### src/rtl/lsu.sv
// Load/store unit: one outstanding data-memory transaction at a time.
// It drives req/gnt/rvalid, formats load data for writeback, and flags misalignment and timeouts.
module lsu #(
   parameter int unsigned TIMEOUT_CYCLES = 16,
   parameter int unsigned ADDR_W         = 32
) (
   input  logic              clk,
   input  logic              rst_n,
   input  logic              valid_in,
   output logic              ready_out,
   input  logic [6:0]        opcode_in,
   input  logic [2:0]        funct3,
   input  logic [ADDR_W-1:0] addr_in,
   input  logic [31:0]       rs2_value_in,
   input  logic [4:0]        rd_in,
   output logic              mem_req_out,
   output logic              mem_we_out,
   output logic [3:0]        mem_be_out,
   output logic [ADDR_W-1:0] mem_addr_out,
   output logic [31:0]       mem_wdata_out,
   input  logic              mem_gnt_in,
   input  logic              mem_rvalid_in,
   input  logic [31:0]       mem_rdata_in,
   output logic              wb_valid_out,
   output logic [4:0]        wb_rd_out,
   output logic [31:0]       wb_data_out,
   output logic              done_out,
   output logic              err_out,
   output logic [1:0]        err_cause_out
);

   localparam logic [6:0] OP_LOAD  = 7'b0000011;
   localparam logic [6:0] OP_STORE = 7'b0100011;
   localparam int unsigned CNT_W   = $clog2(TIMEOUT_CYCLES);
   localparam logic [CNT_W-1:0] CNT_MAX = CNT_W'(TIMEOUT_CYCLES - 1);

   typedef enum logic [1:0] {IDLE, REQ, WAIT_RESP, RESP} state_t;

   state_t           state;
   logic [CNT_W-1:0] cnt;
   logic [1:0]       size_q;
   logic             uns_q;
   logic [1:0]       off_q;
   logic [4:0]       rd_q;
   logic             store_q;
   logic             misal_q;

   logic        is_ls;
   logic        accept;
   logic        misal;
   logic [3:0]  be_c;
   logic [31:0] wdata_c;
   logic [7:0]  ld_byte;
   logic [15:0] ld_half;
   logic [31:0] ld_data;

   assign is_ls  = (opcode_in == OP_LOAD) || (opcode_in == OP_STORE);
   assign accept = valid_in && ready_out && is_ls;

   always_comb begin
      misal   = 1'b0;
      be_c    = 4'b1111;
      wdata_c = rs2_value_in;
      unique case (funct3[1:0])
         2'b00: begin
            be_c    = 4'b0001 << addr_in[1:0];
            wdata_c = {4{rs2_value_in[7:0]}};
         end
         2'b01: begin
            misal   = addr_in[0];
            be_c    = 4'b0011 << addr_in[1:0];
            wdata_c = {2{rs2_value_in[15:0]}};
         end
         default: misal = (addr_in[1:0] != 2'b00);
      endcase
   end

   always_comb begin
      ld_byte = mem_rdata_in[{off_q, 3'b000} +: 8];
      ld_half = off_q[1] ? mem_rdata_in[31:16] : mem_rdata_in[15:0];
      unique case (size_q)
         2'b00:   ld_data = uns_q ? {24'b0, ld_byte} : {{24{ld_byte[7]}}, ld_byte};
         2'b01:   ld_data = uns_q ? {16'b0, ld_half} : {{16{ld_half[15]}}, ld_half};
         default: ld_data = mem_rdata_in;
      endcase
   end

   always_ff @(posedge clk or negedge rst_n) begin
      if (!rst_n) begin
         state         <= IDLE;
         cnt           <= '0;
         ready_out     <= 1'b1;
         mem_req_out   <= 1'b0;
         mem_we_out    <= 1'b0;
         mem_be_out    <= '0;
         mem_addr_out  <= '0;
         mem_wdata_out <= '0;
         wb_valid_out  <= 1'b0;
         wb_rd_out     <= '0;
         wb_data_out   <= '0;
         done_out      <= 1'b0;
         err_out       <= 1'b0;
         err_cause_out <= '0;
         size_q        <= '0;
         uns_q         <= 1'b0;
         off_q         <= '0;
         rd_q          <= '0;
         store_q       <= 1'b0;
         misal_q       <= 1'b0;
      end else begin
         wb_valid_out <= 1'b0;
         done_out     <= 1'b0;
         err_out      <= 1'b0;
         unique case (state)
            IDLE: if (accept) begin
               size_q        <= funct3[1:0];
               uns_q         <= funct3[2];
               off_q         <= addr_in[1:0];
               rd_q          <= rd_in;
               store_q       <= (opcode_in == OP_STORE);
               misal_q       <= misal;
               mem_addr_out  <= {addr_in[ADDR_W-1:2], 2'b00};
               mem_we_out    <= (opcode_in == OP_STORE);
               mem_be_out    <= be_c;
               mem_wdata_out <= wdata_c;
               mem_req_out   <= !misal;
               cnt           <= '0;
               ready_out     <= 1'b0;
               state         <= REQ;
            end
            REQ: begin
               // A misaligned access idles here one cycle with the request masked,
               // so its error lands at the same latency as a granted store.
               if (misal_q) begin
                  err_out       <= 1'b1;
                  err_cause_out <= 2'b01;
                  state         <= RESP;
               end else if (mem_gnt_in) begin
                  mem_req_out <= 1'b0;
                  cnt         <= '0;
                  if (store_q) begin
                     done_out <= 1'b1;
                     state    <= RESP;
                  end else begin
                     state <= WAIT_RESP;
                  end
               end else if (cnt == CNT_MAX) begin
                  mem_req_out   <= 1'b0;
                  err_out       <= 1'b1;
                  err_cause_out <= 2'b10;
                  state         <= RESP;
               end else begin
                  cnt <= cnt + 1'b1;
               end
            end
            WAIT_RESP: begin
               if (mem_rvalid_in) begin
                  wb_valid_out <= 1'b1;
                  wb_data_out  <= ld_data;
                  wb_rd_out    <= rd_q;
                  state        <= RESP;
               end else if (cnt == CNT_MAX) begin
                  err_out       <= 1'b1;
                  err_cause_out <= 2'b10;
                  state         <= RESP;
               end else begin
                  cnt <= cnt + 1'b1;
               end
            end
            RESP: begin
               ready_out <= 1'b1;
               state     <= IDLE;
            end
            default: state <= IDLE;
         endcase
      end
   end

endmodule
### config.mk
export PLATFORM = sky130hd
export DESIGN_NAME = lsu
export DESIGN_NICKNAME = d
export VERILOG_FILES = /design/src/rtl/lsu.sv
export SDC_FILE = /design/constraint.sdc
export NUM_CORES = 1
export LEC_CHECK = 0
export CAP_MARGIN = 20
export CORE_MARGIN = 2
export CORE_UTILIZATION = 45
export CTS_CLUSTER_DIAMETER = 200
export DETAILED_ROUTE_END_ITERATION = 8
export PLACE_DENSITY = 0.81
export SETUP_SLACK_MARGIN = 0.02
export SYNTH_ARGS = -nofsm -noshare
export SYNTH_HDL_FRONTEND = slang
export SYNTH_SLANG_ARGS = --single-unit
export TNS_END_PERCENT = 1
### constraint.sdc
create_clock -name clk -period 2.4 [get_ports clk]
set_clock_uncertainty 0.1 [all_clocks]
set_input_delay 0.6 -clock clk [delete_from_list [all_inputs] [get_ports clk]]
set_output_delay 0.6 -clock clk [all_outputs]
set_load 0.005 [all_outputs]
==> flow_metrics.py <==
metrics = {
    "status": {
        "status": "finished, final reports clean",
    },
    "logic_synthesis": {
        "synthesis.area_sq_um": 6070,
        "synth-seq-area-share": 0.527,
        "syn_inst": 565,
        "ys_warn_count": 0,
        "synth_seq_cells": 128,
        "synth_edf_count": 0,
        "postSynthAreaPerCell_sq_um": 10.8,
        "ys_types": 49,
        "async_flop_share": 1.00,
        "ys.flop_type": "dfrtp_1",
    },
    "placed_design": {
        "dp_slack_ns": -0.0822,
        "gp_routability_congestion": 0.826,
        "place_inst": 951,
        "port_buffers": 226,
        "dp_hpwl_mm": 12.6,
        "postPlaceCellArea_sq_um": 8580,
    },
    "power": {
        "p_leak_nw": 4.21,
        "power_frac_comb": 0.337,
        "p_switching_mw": 2.52,
        "pwr-share-clk": 0.295,
        "power_density_nw_per_um2": 920,
        "swShare": 0.298,
        "power_mw": 8.44,
        "pwr-share-seq": 0.368,
        "p_int_mw": 5.92,
        "ir_worst_vdd_v": 0.000549,
    },
    "detailed_routing": {
        "wl_met2_mm": 8.74,
        "drc": 0,
        "drt-total-wl_mm": 17.3,
        "vias_per_cell": 5.33,
        "firstDrtPassIters": 5,
        "dr_total_vias": 5246,
        "met3WireLength_mm": 1.05,
        "ant_nets": 0,
        "dr.max_layer_used": "met4",
        "avgRoutedWirePerCell_um": 17.6,
        "drtIter0Drc": 398,
        "wl_met1_mm": 7.06,
    },
    "timing": {
        "rsz0062_at_grt": "false",
        "setup_slack_ns": 0.221,
        "finalSetupViolations": 0,
        "drv_slew": 0,
        "slew_headroom": 0.613,
        "holdWs_ns": 0.380,
        "worst_pin_slew_ns": 0.567,
        "finalHoldViolations": 0,
        "fin_crit_sh": 0.908,
        "min_period_ns": 2.18,
        "timing.fmax_ghz": 0.459,
    },
    "floorplanning": {
        "io_pins": 229,
        "initial_core_util": 0.461,
        "rows": 42,
        "dieArea_sq_um": 14400,
        "design.core.area_sq_um": 13200,
        "die_height_um": 120,
        "fp.dieW_um": 120,
    },
    "layout": {
        "layout_common_cells": "clkdlybuf4s50_1 (225), dfrtp_1 (127), nand2_1 (72), o21ai_0 (65), a21oi_1 (57)",
        "stdcell_area_sq_um": 9170,
        "fin_nets": 917,
        "fin_cells": 984,
        "nFillCells": 949,
        "syn2layout_area_growth_pct": 51.0,
        "n_antenna_cell": 0,
        "drive_above_1_share": 0.134,
        "final_common_cell": "clkdlybuf4s50_1",
    },
    "run": {
        "cap_violations": 0,
    },
    "setup_path": {
        "reg2reg_to": "mem_addr_out[10]",
        "startpoint_type": "flip-flop",
        "endpoint_kind": "primary output",
        "crit_fanout": 3,
        "worst-path-stages": 1,
        "critPathMaxStageDelay_ns": 0.56,
        "critPathRequiredTime_ns": 1.70,
        "path_cells": "clkdlybuf4s50_1",
        "cp.arrival_ns": 1.48,
        "critical_path_buf_inv_count": 1,
        "regToRegStartpoint": "state[0]",
        "r2r_slack_ns": 0.32,
        "slowest_stage": "dfstp_2",
        "path_class": "flip-flop to primary output",
        "crit_family": "flip-flops",
        "r2r_cells": 6,
    },
    "hold_path": {
        "worstHoldStart": "mem_wdata_out[10]",
        "min_path_type": "flip-flop to flip-flop",
        "hold_path_end": "mem_wdata_out[10]",
        "hold_path_depth": 2,
    },
    "global_route": {
        "grt_pass1_wl_mm": 27.5,
        "grt_max_degree": 61,
        "grt_pass1_vias": 5347,
        "grt_overflow": 0,
        "grt_use_total": 0.244,
        "grt_antenna_before_repair": 0,
    },
    "cts": {
        "cts_tree": "done",
        "cts_root_buf": "clkbuf_16",
        "cts.sink_count": 128,
        "clock_path_buffers": 2,
        "cts_buffers": 17,
        "post_cts_buffers": 0,
        "clk_latency_ns": 0.42,
        "clk_pin_slew_worst_paths_ns": 0.06,
        "h-tree-depth": 4,
    },
}
## power by group through the flow
stage / Sequential [mW] / Combinational, mW / Clock [mW]
4_1_cts: 3.11 / 2.85 / 2.53
6_report: 3.11 / 2.84 / 2.49
2_1_floorplan: 3.09 / 1.19 / 0
5_1_grt: 3.17 / 3.09 / 2.62
3_5_place_dp: 3.13 / 2.82 / 0
3_3_place_gp: 3.10 / 2.72 / 0
## layout make-up
class	count	area (sq um)	area share
Clock inverter	13	141	0.0154
Timing Repair Buffer	249	2500	0.272
Tap cell	176	220	0.0240
Sequential cell	128	3200	0.349
Clock buffer	19	433	0.0472
Multi-Input combinational cell	382	2610	0.285
Inverter	17	63.8	0.00696
## flip-flops by register name, summed over array words and instances (netlist names)
name           count
cnt                4
done_out           1
err_cause_out      2
err_out            1
mem_addr_out      30
mem_be_out         4
mem_req_out        1
mem_wdata_out     32
misal_q            1
off_q              2
rd_q               5
ready_out          1
size_q             2
state              2
store_q            1
uns_q              1
wb_data_out       32
wb_rd_out          5
wb_valid_out       1
## layer usage
| layer | up-vias | global-route usage |
|---|---|---|
| li1 | 2433 | - |
| met1 | 2554 | 0.306 |
| met2 | 221 | 0.407 |
| met3 | 38 | 0.0575 |
| met4 | 0 | 0.0993 |
| met5 | - | 0 |
## cells in the mapped netlist, types with 7 or more instances
master / n / area (sq um)
nand2_1: 72 / 270
dfrtp_1: 127 / 3180
clkbuf_1: 19 / 71.3
mux2i_1: 33 / 330
inv_1: 16 / 60.1
a21oi_1: 57 / 285
nor3_1: 8 / 40.0
o21ai_0: 65 / 325
a221oi_1: 7 / 61.3
nor2_1: 35 / 131
mux2_4: 47 / 706
## kinds of logic (layout without fill, tap and decap cells)
logic type	Yosys count	in the layout	share of synthesized area
adders and majority gates	6	6	0.0124
buffers and inverters	56	298	0.0445
muxes	80	80	0.171
and+or+nand+nor	141	141	0.103
DFF	128	128	0.527
other	1	2	0.000617
AOI/OAI and AO/OA	153	153	0.142
## worst max path at each step
stage,startpoint,endpoint
3_3_place_gp,opcode_in[2],mem_addr_out[30]
2_1_floorplan,opcode_in[2],mem_addr_out[10]
5_1_grt,ready_out,ready_out
6_report,ready_out,ready_out
3_5_place_dp,opcode_in[3],mem_wdata_out[13]
4_1_cts,state[0],cnt[0]
## worst min-delay path, cell delays in order, from the launching register on
cell and delay, ns:
dfrtp_1 0.34, nand2_1 0.05, o21ai_0 0.06
## stage by stage
| step | utilization | setup TNS, ns |
|---|---|---|
| 4_1_cts | 0.695 | 0 |
| 6_report | 0.696 | 0 |
| 3_5_place_dp | 0.651 | -2.15 |
| 3_3_place_gp | 0.651 | -0.173 |
| 2_1_floorplan | - | 0 |
| 5_1_grt | 0.696 | 0 |
## timing repair
action | in CTS | in global routing
setup endpoints to repair | 0 | 2
hold endpoints to repair | 4 | 0
hold buffers | 1 | 0
resized for setup | 0 | 1
(Power assumes the default switching activity.)
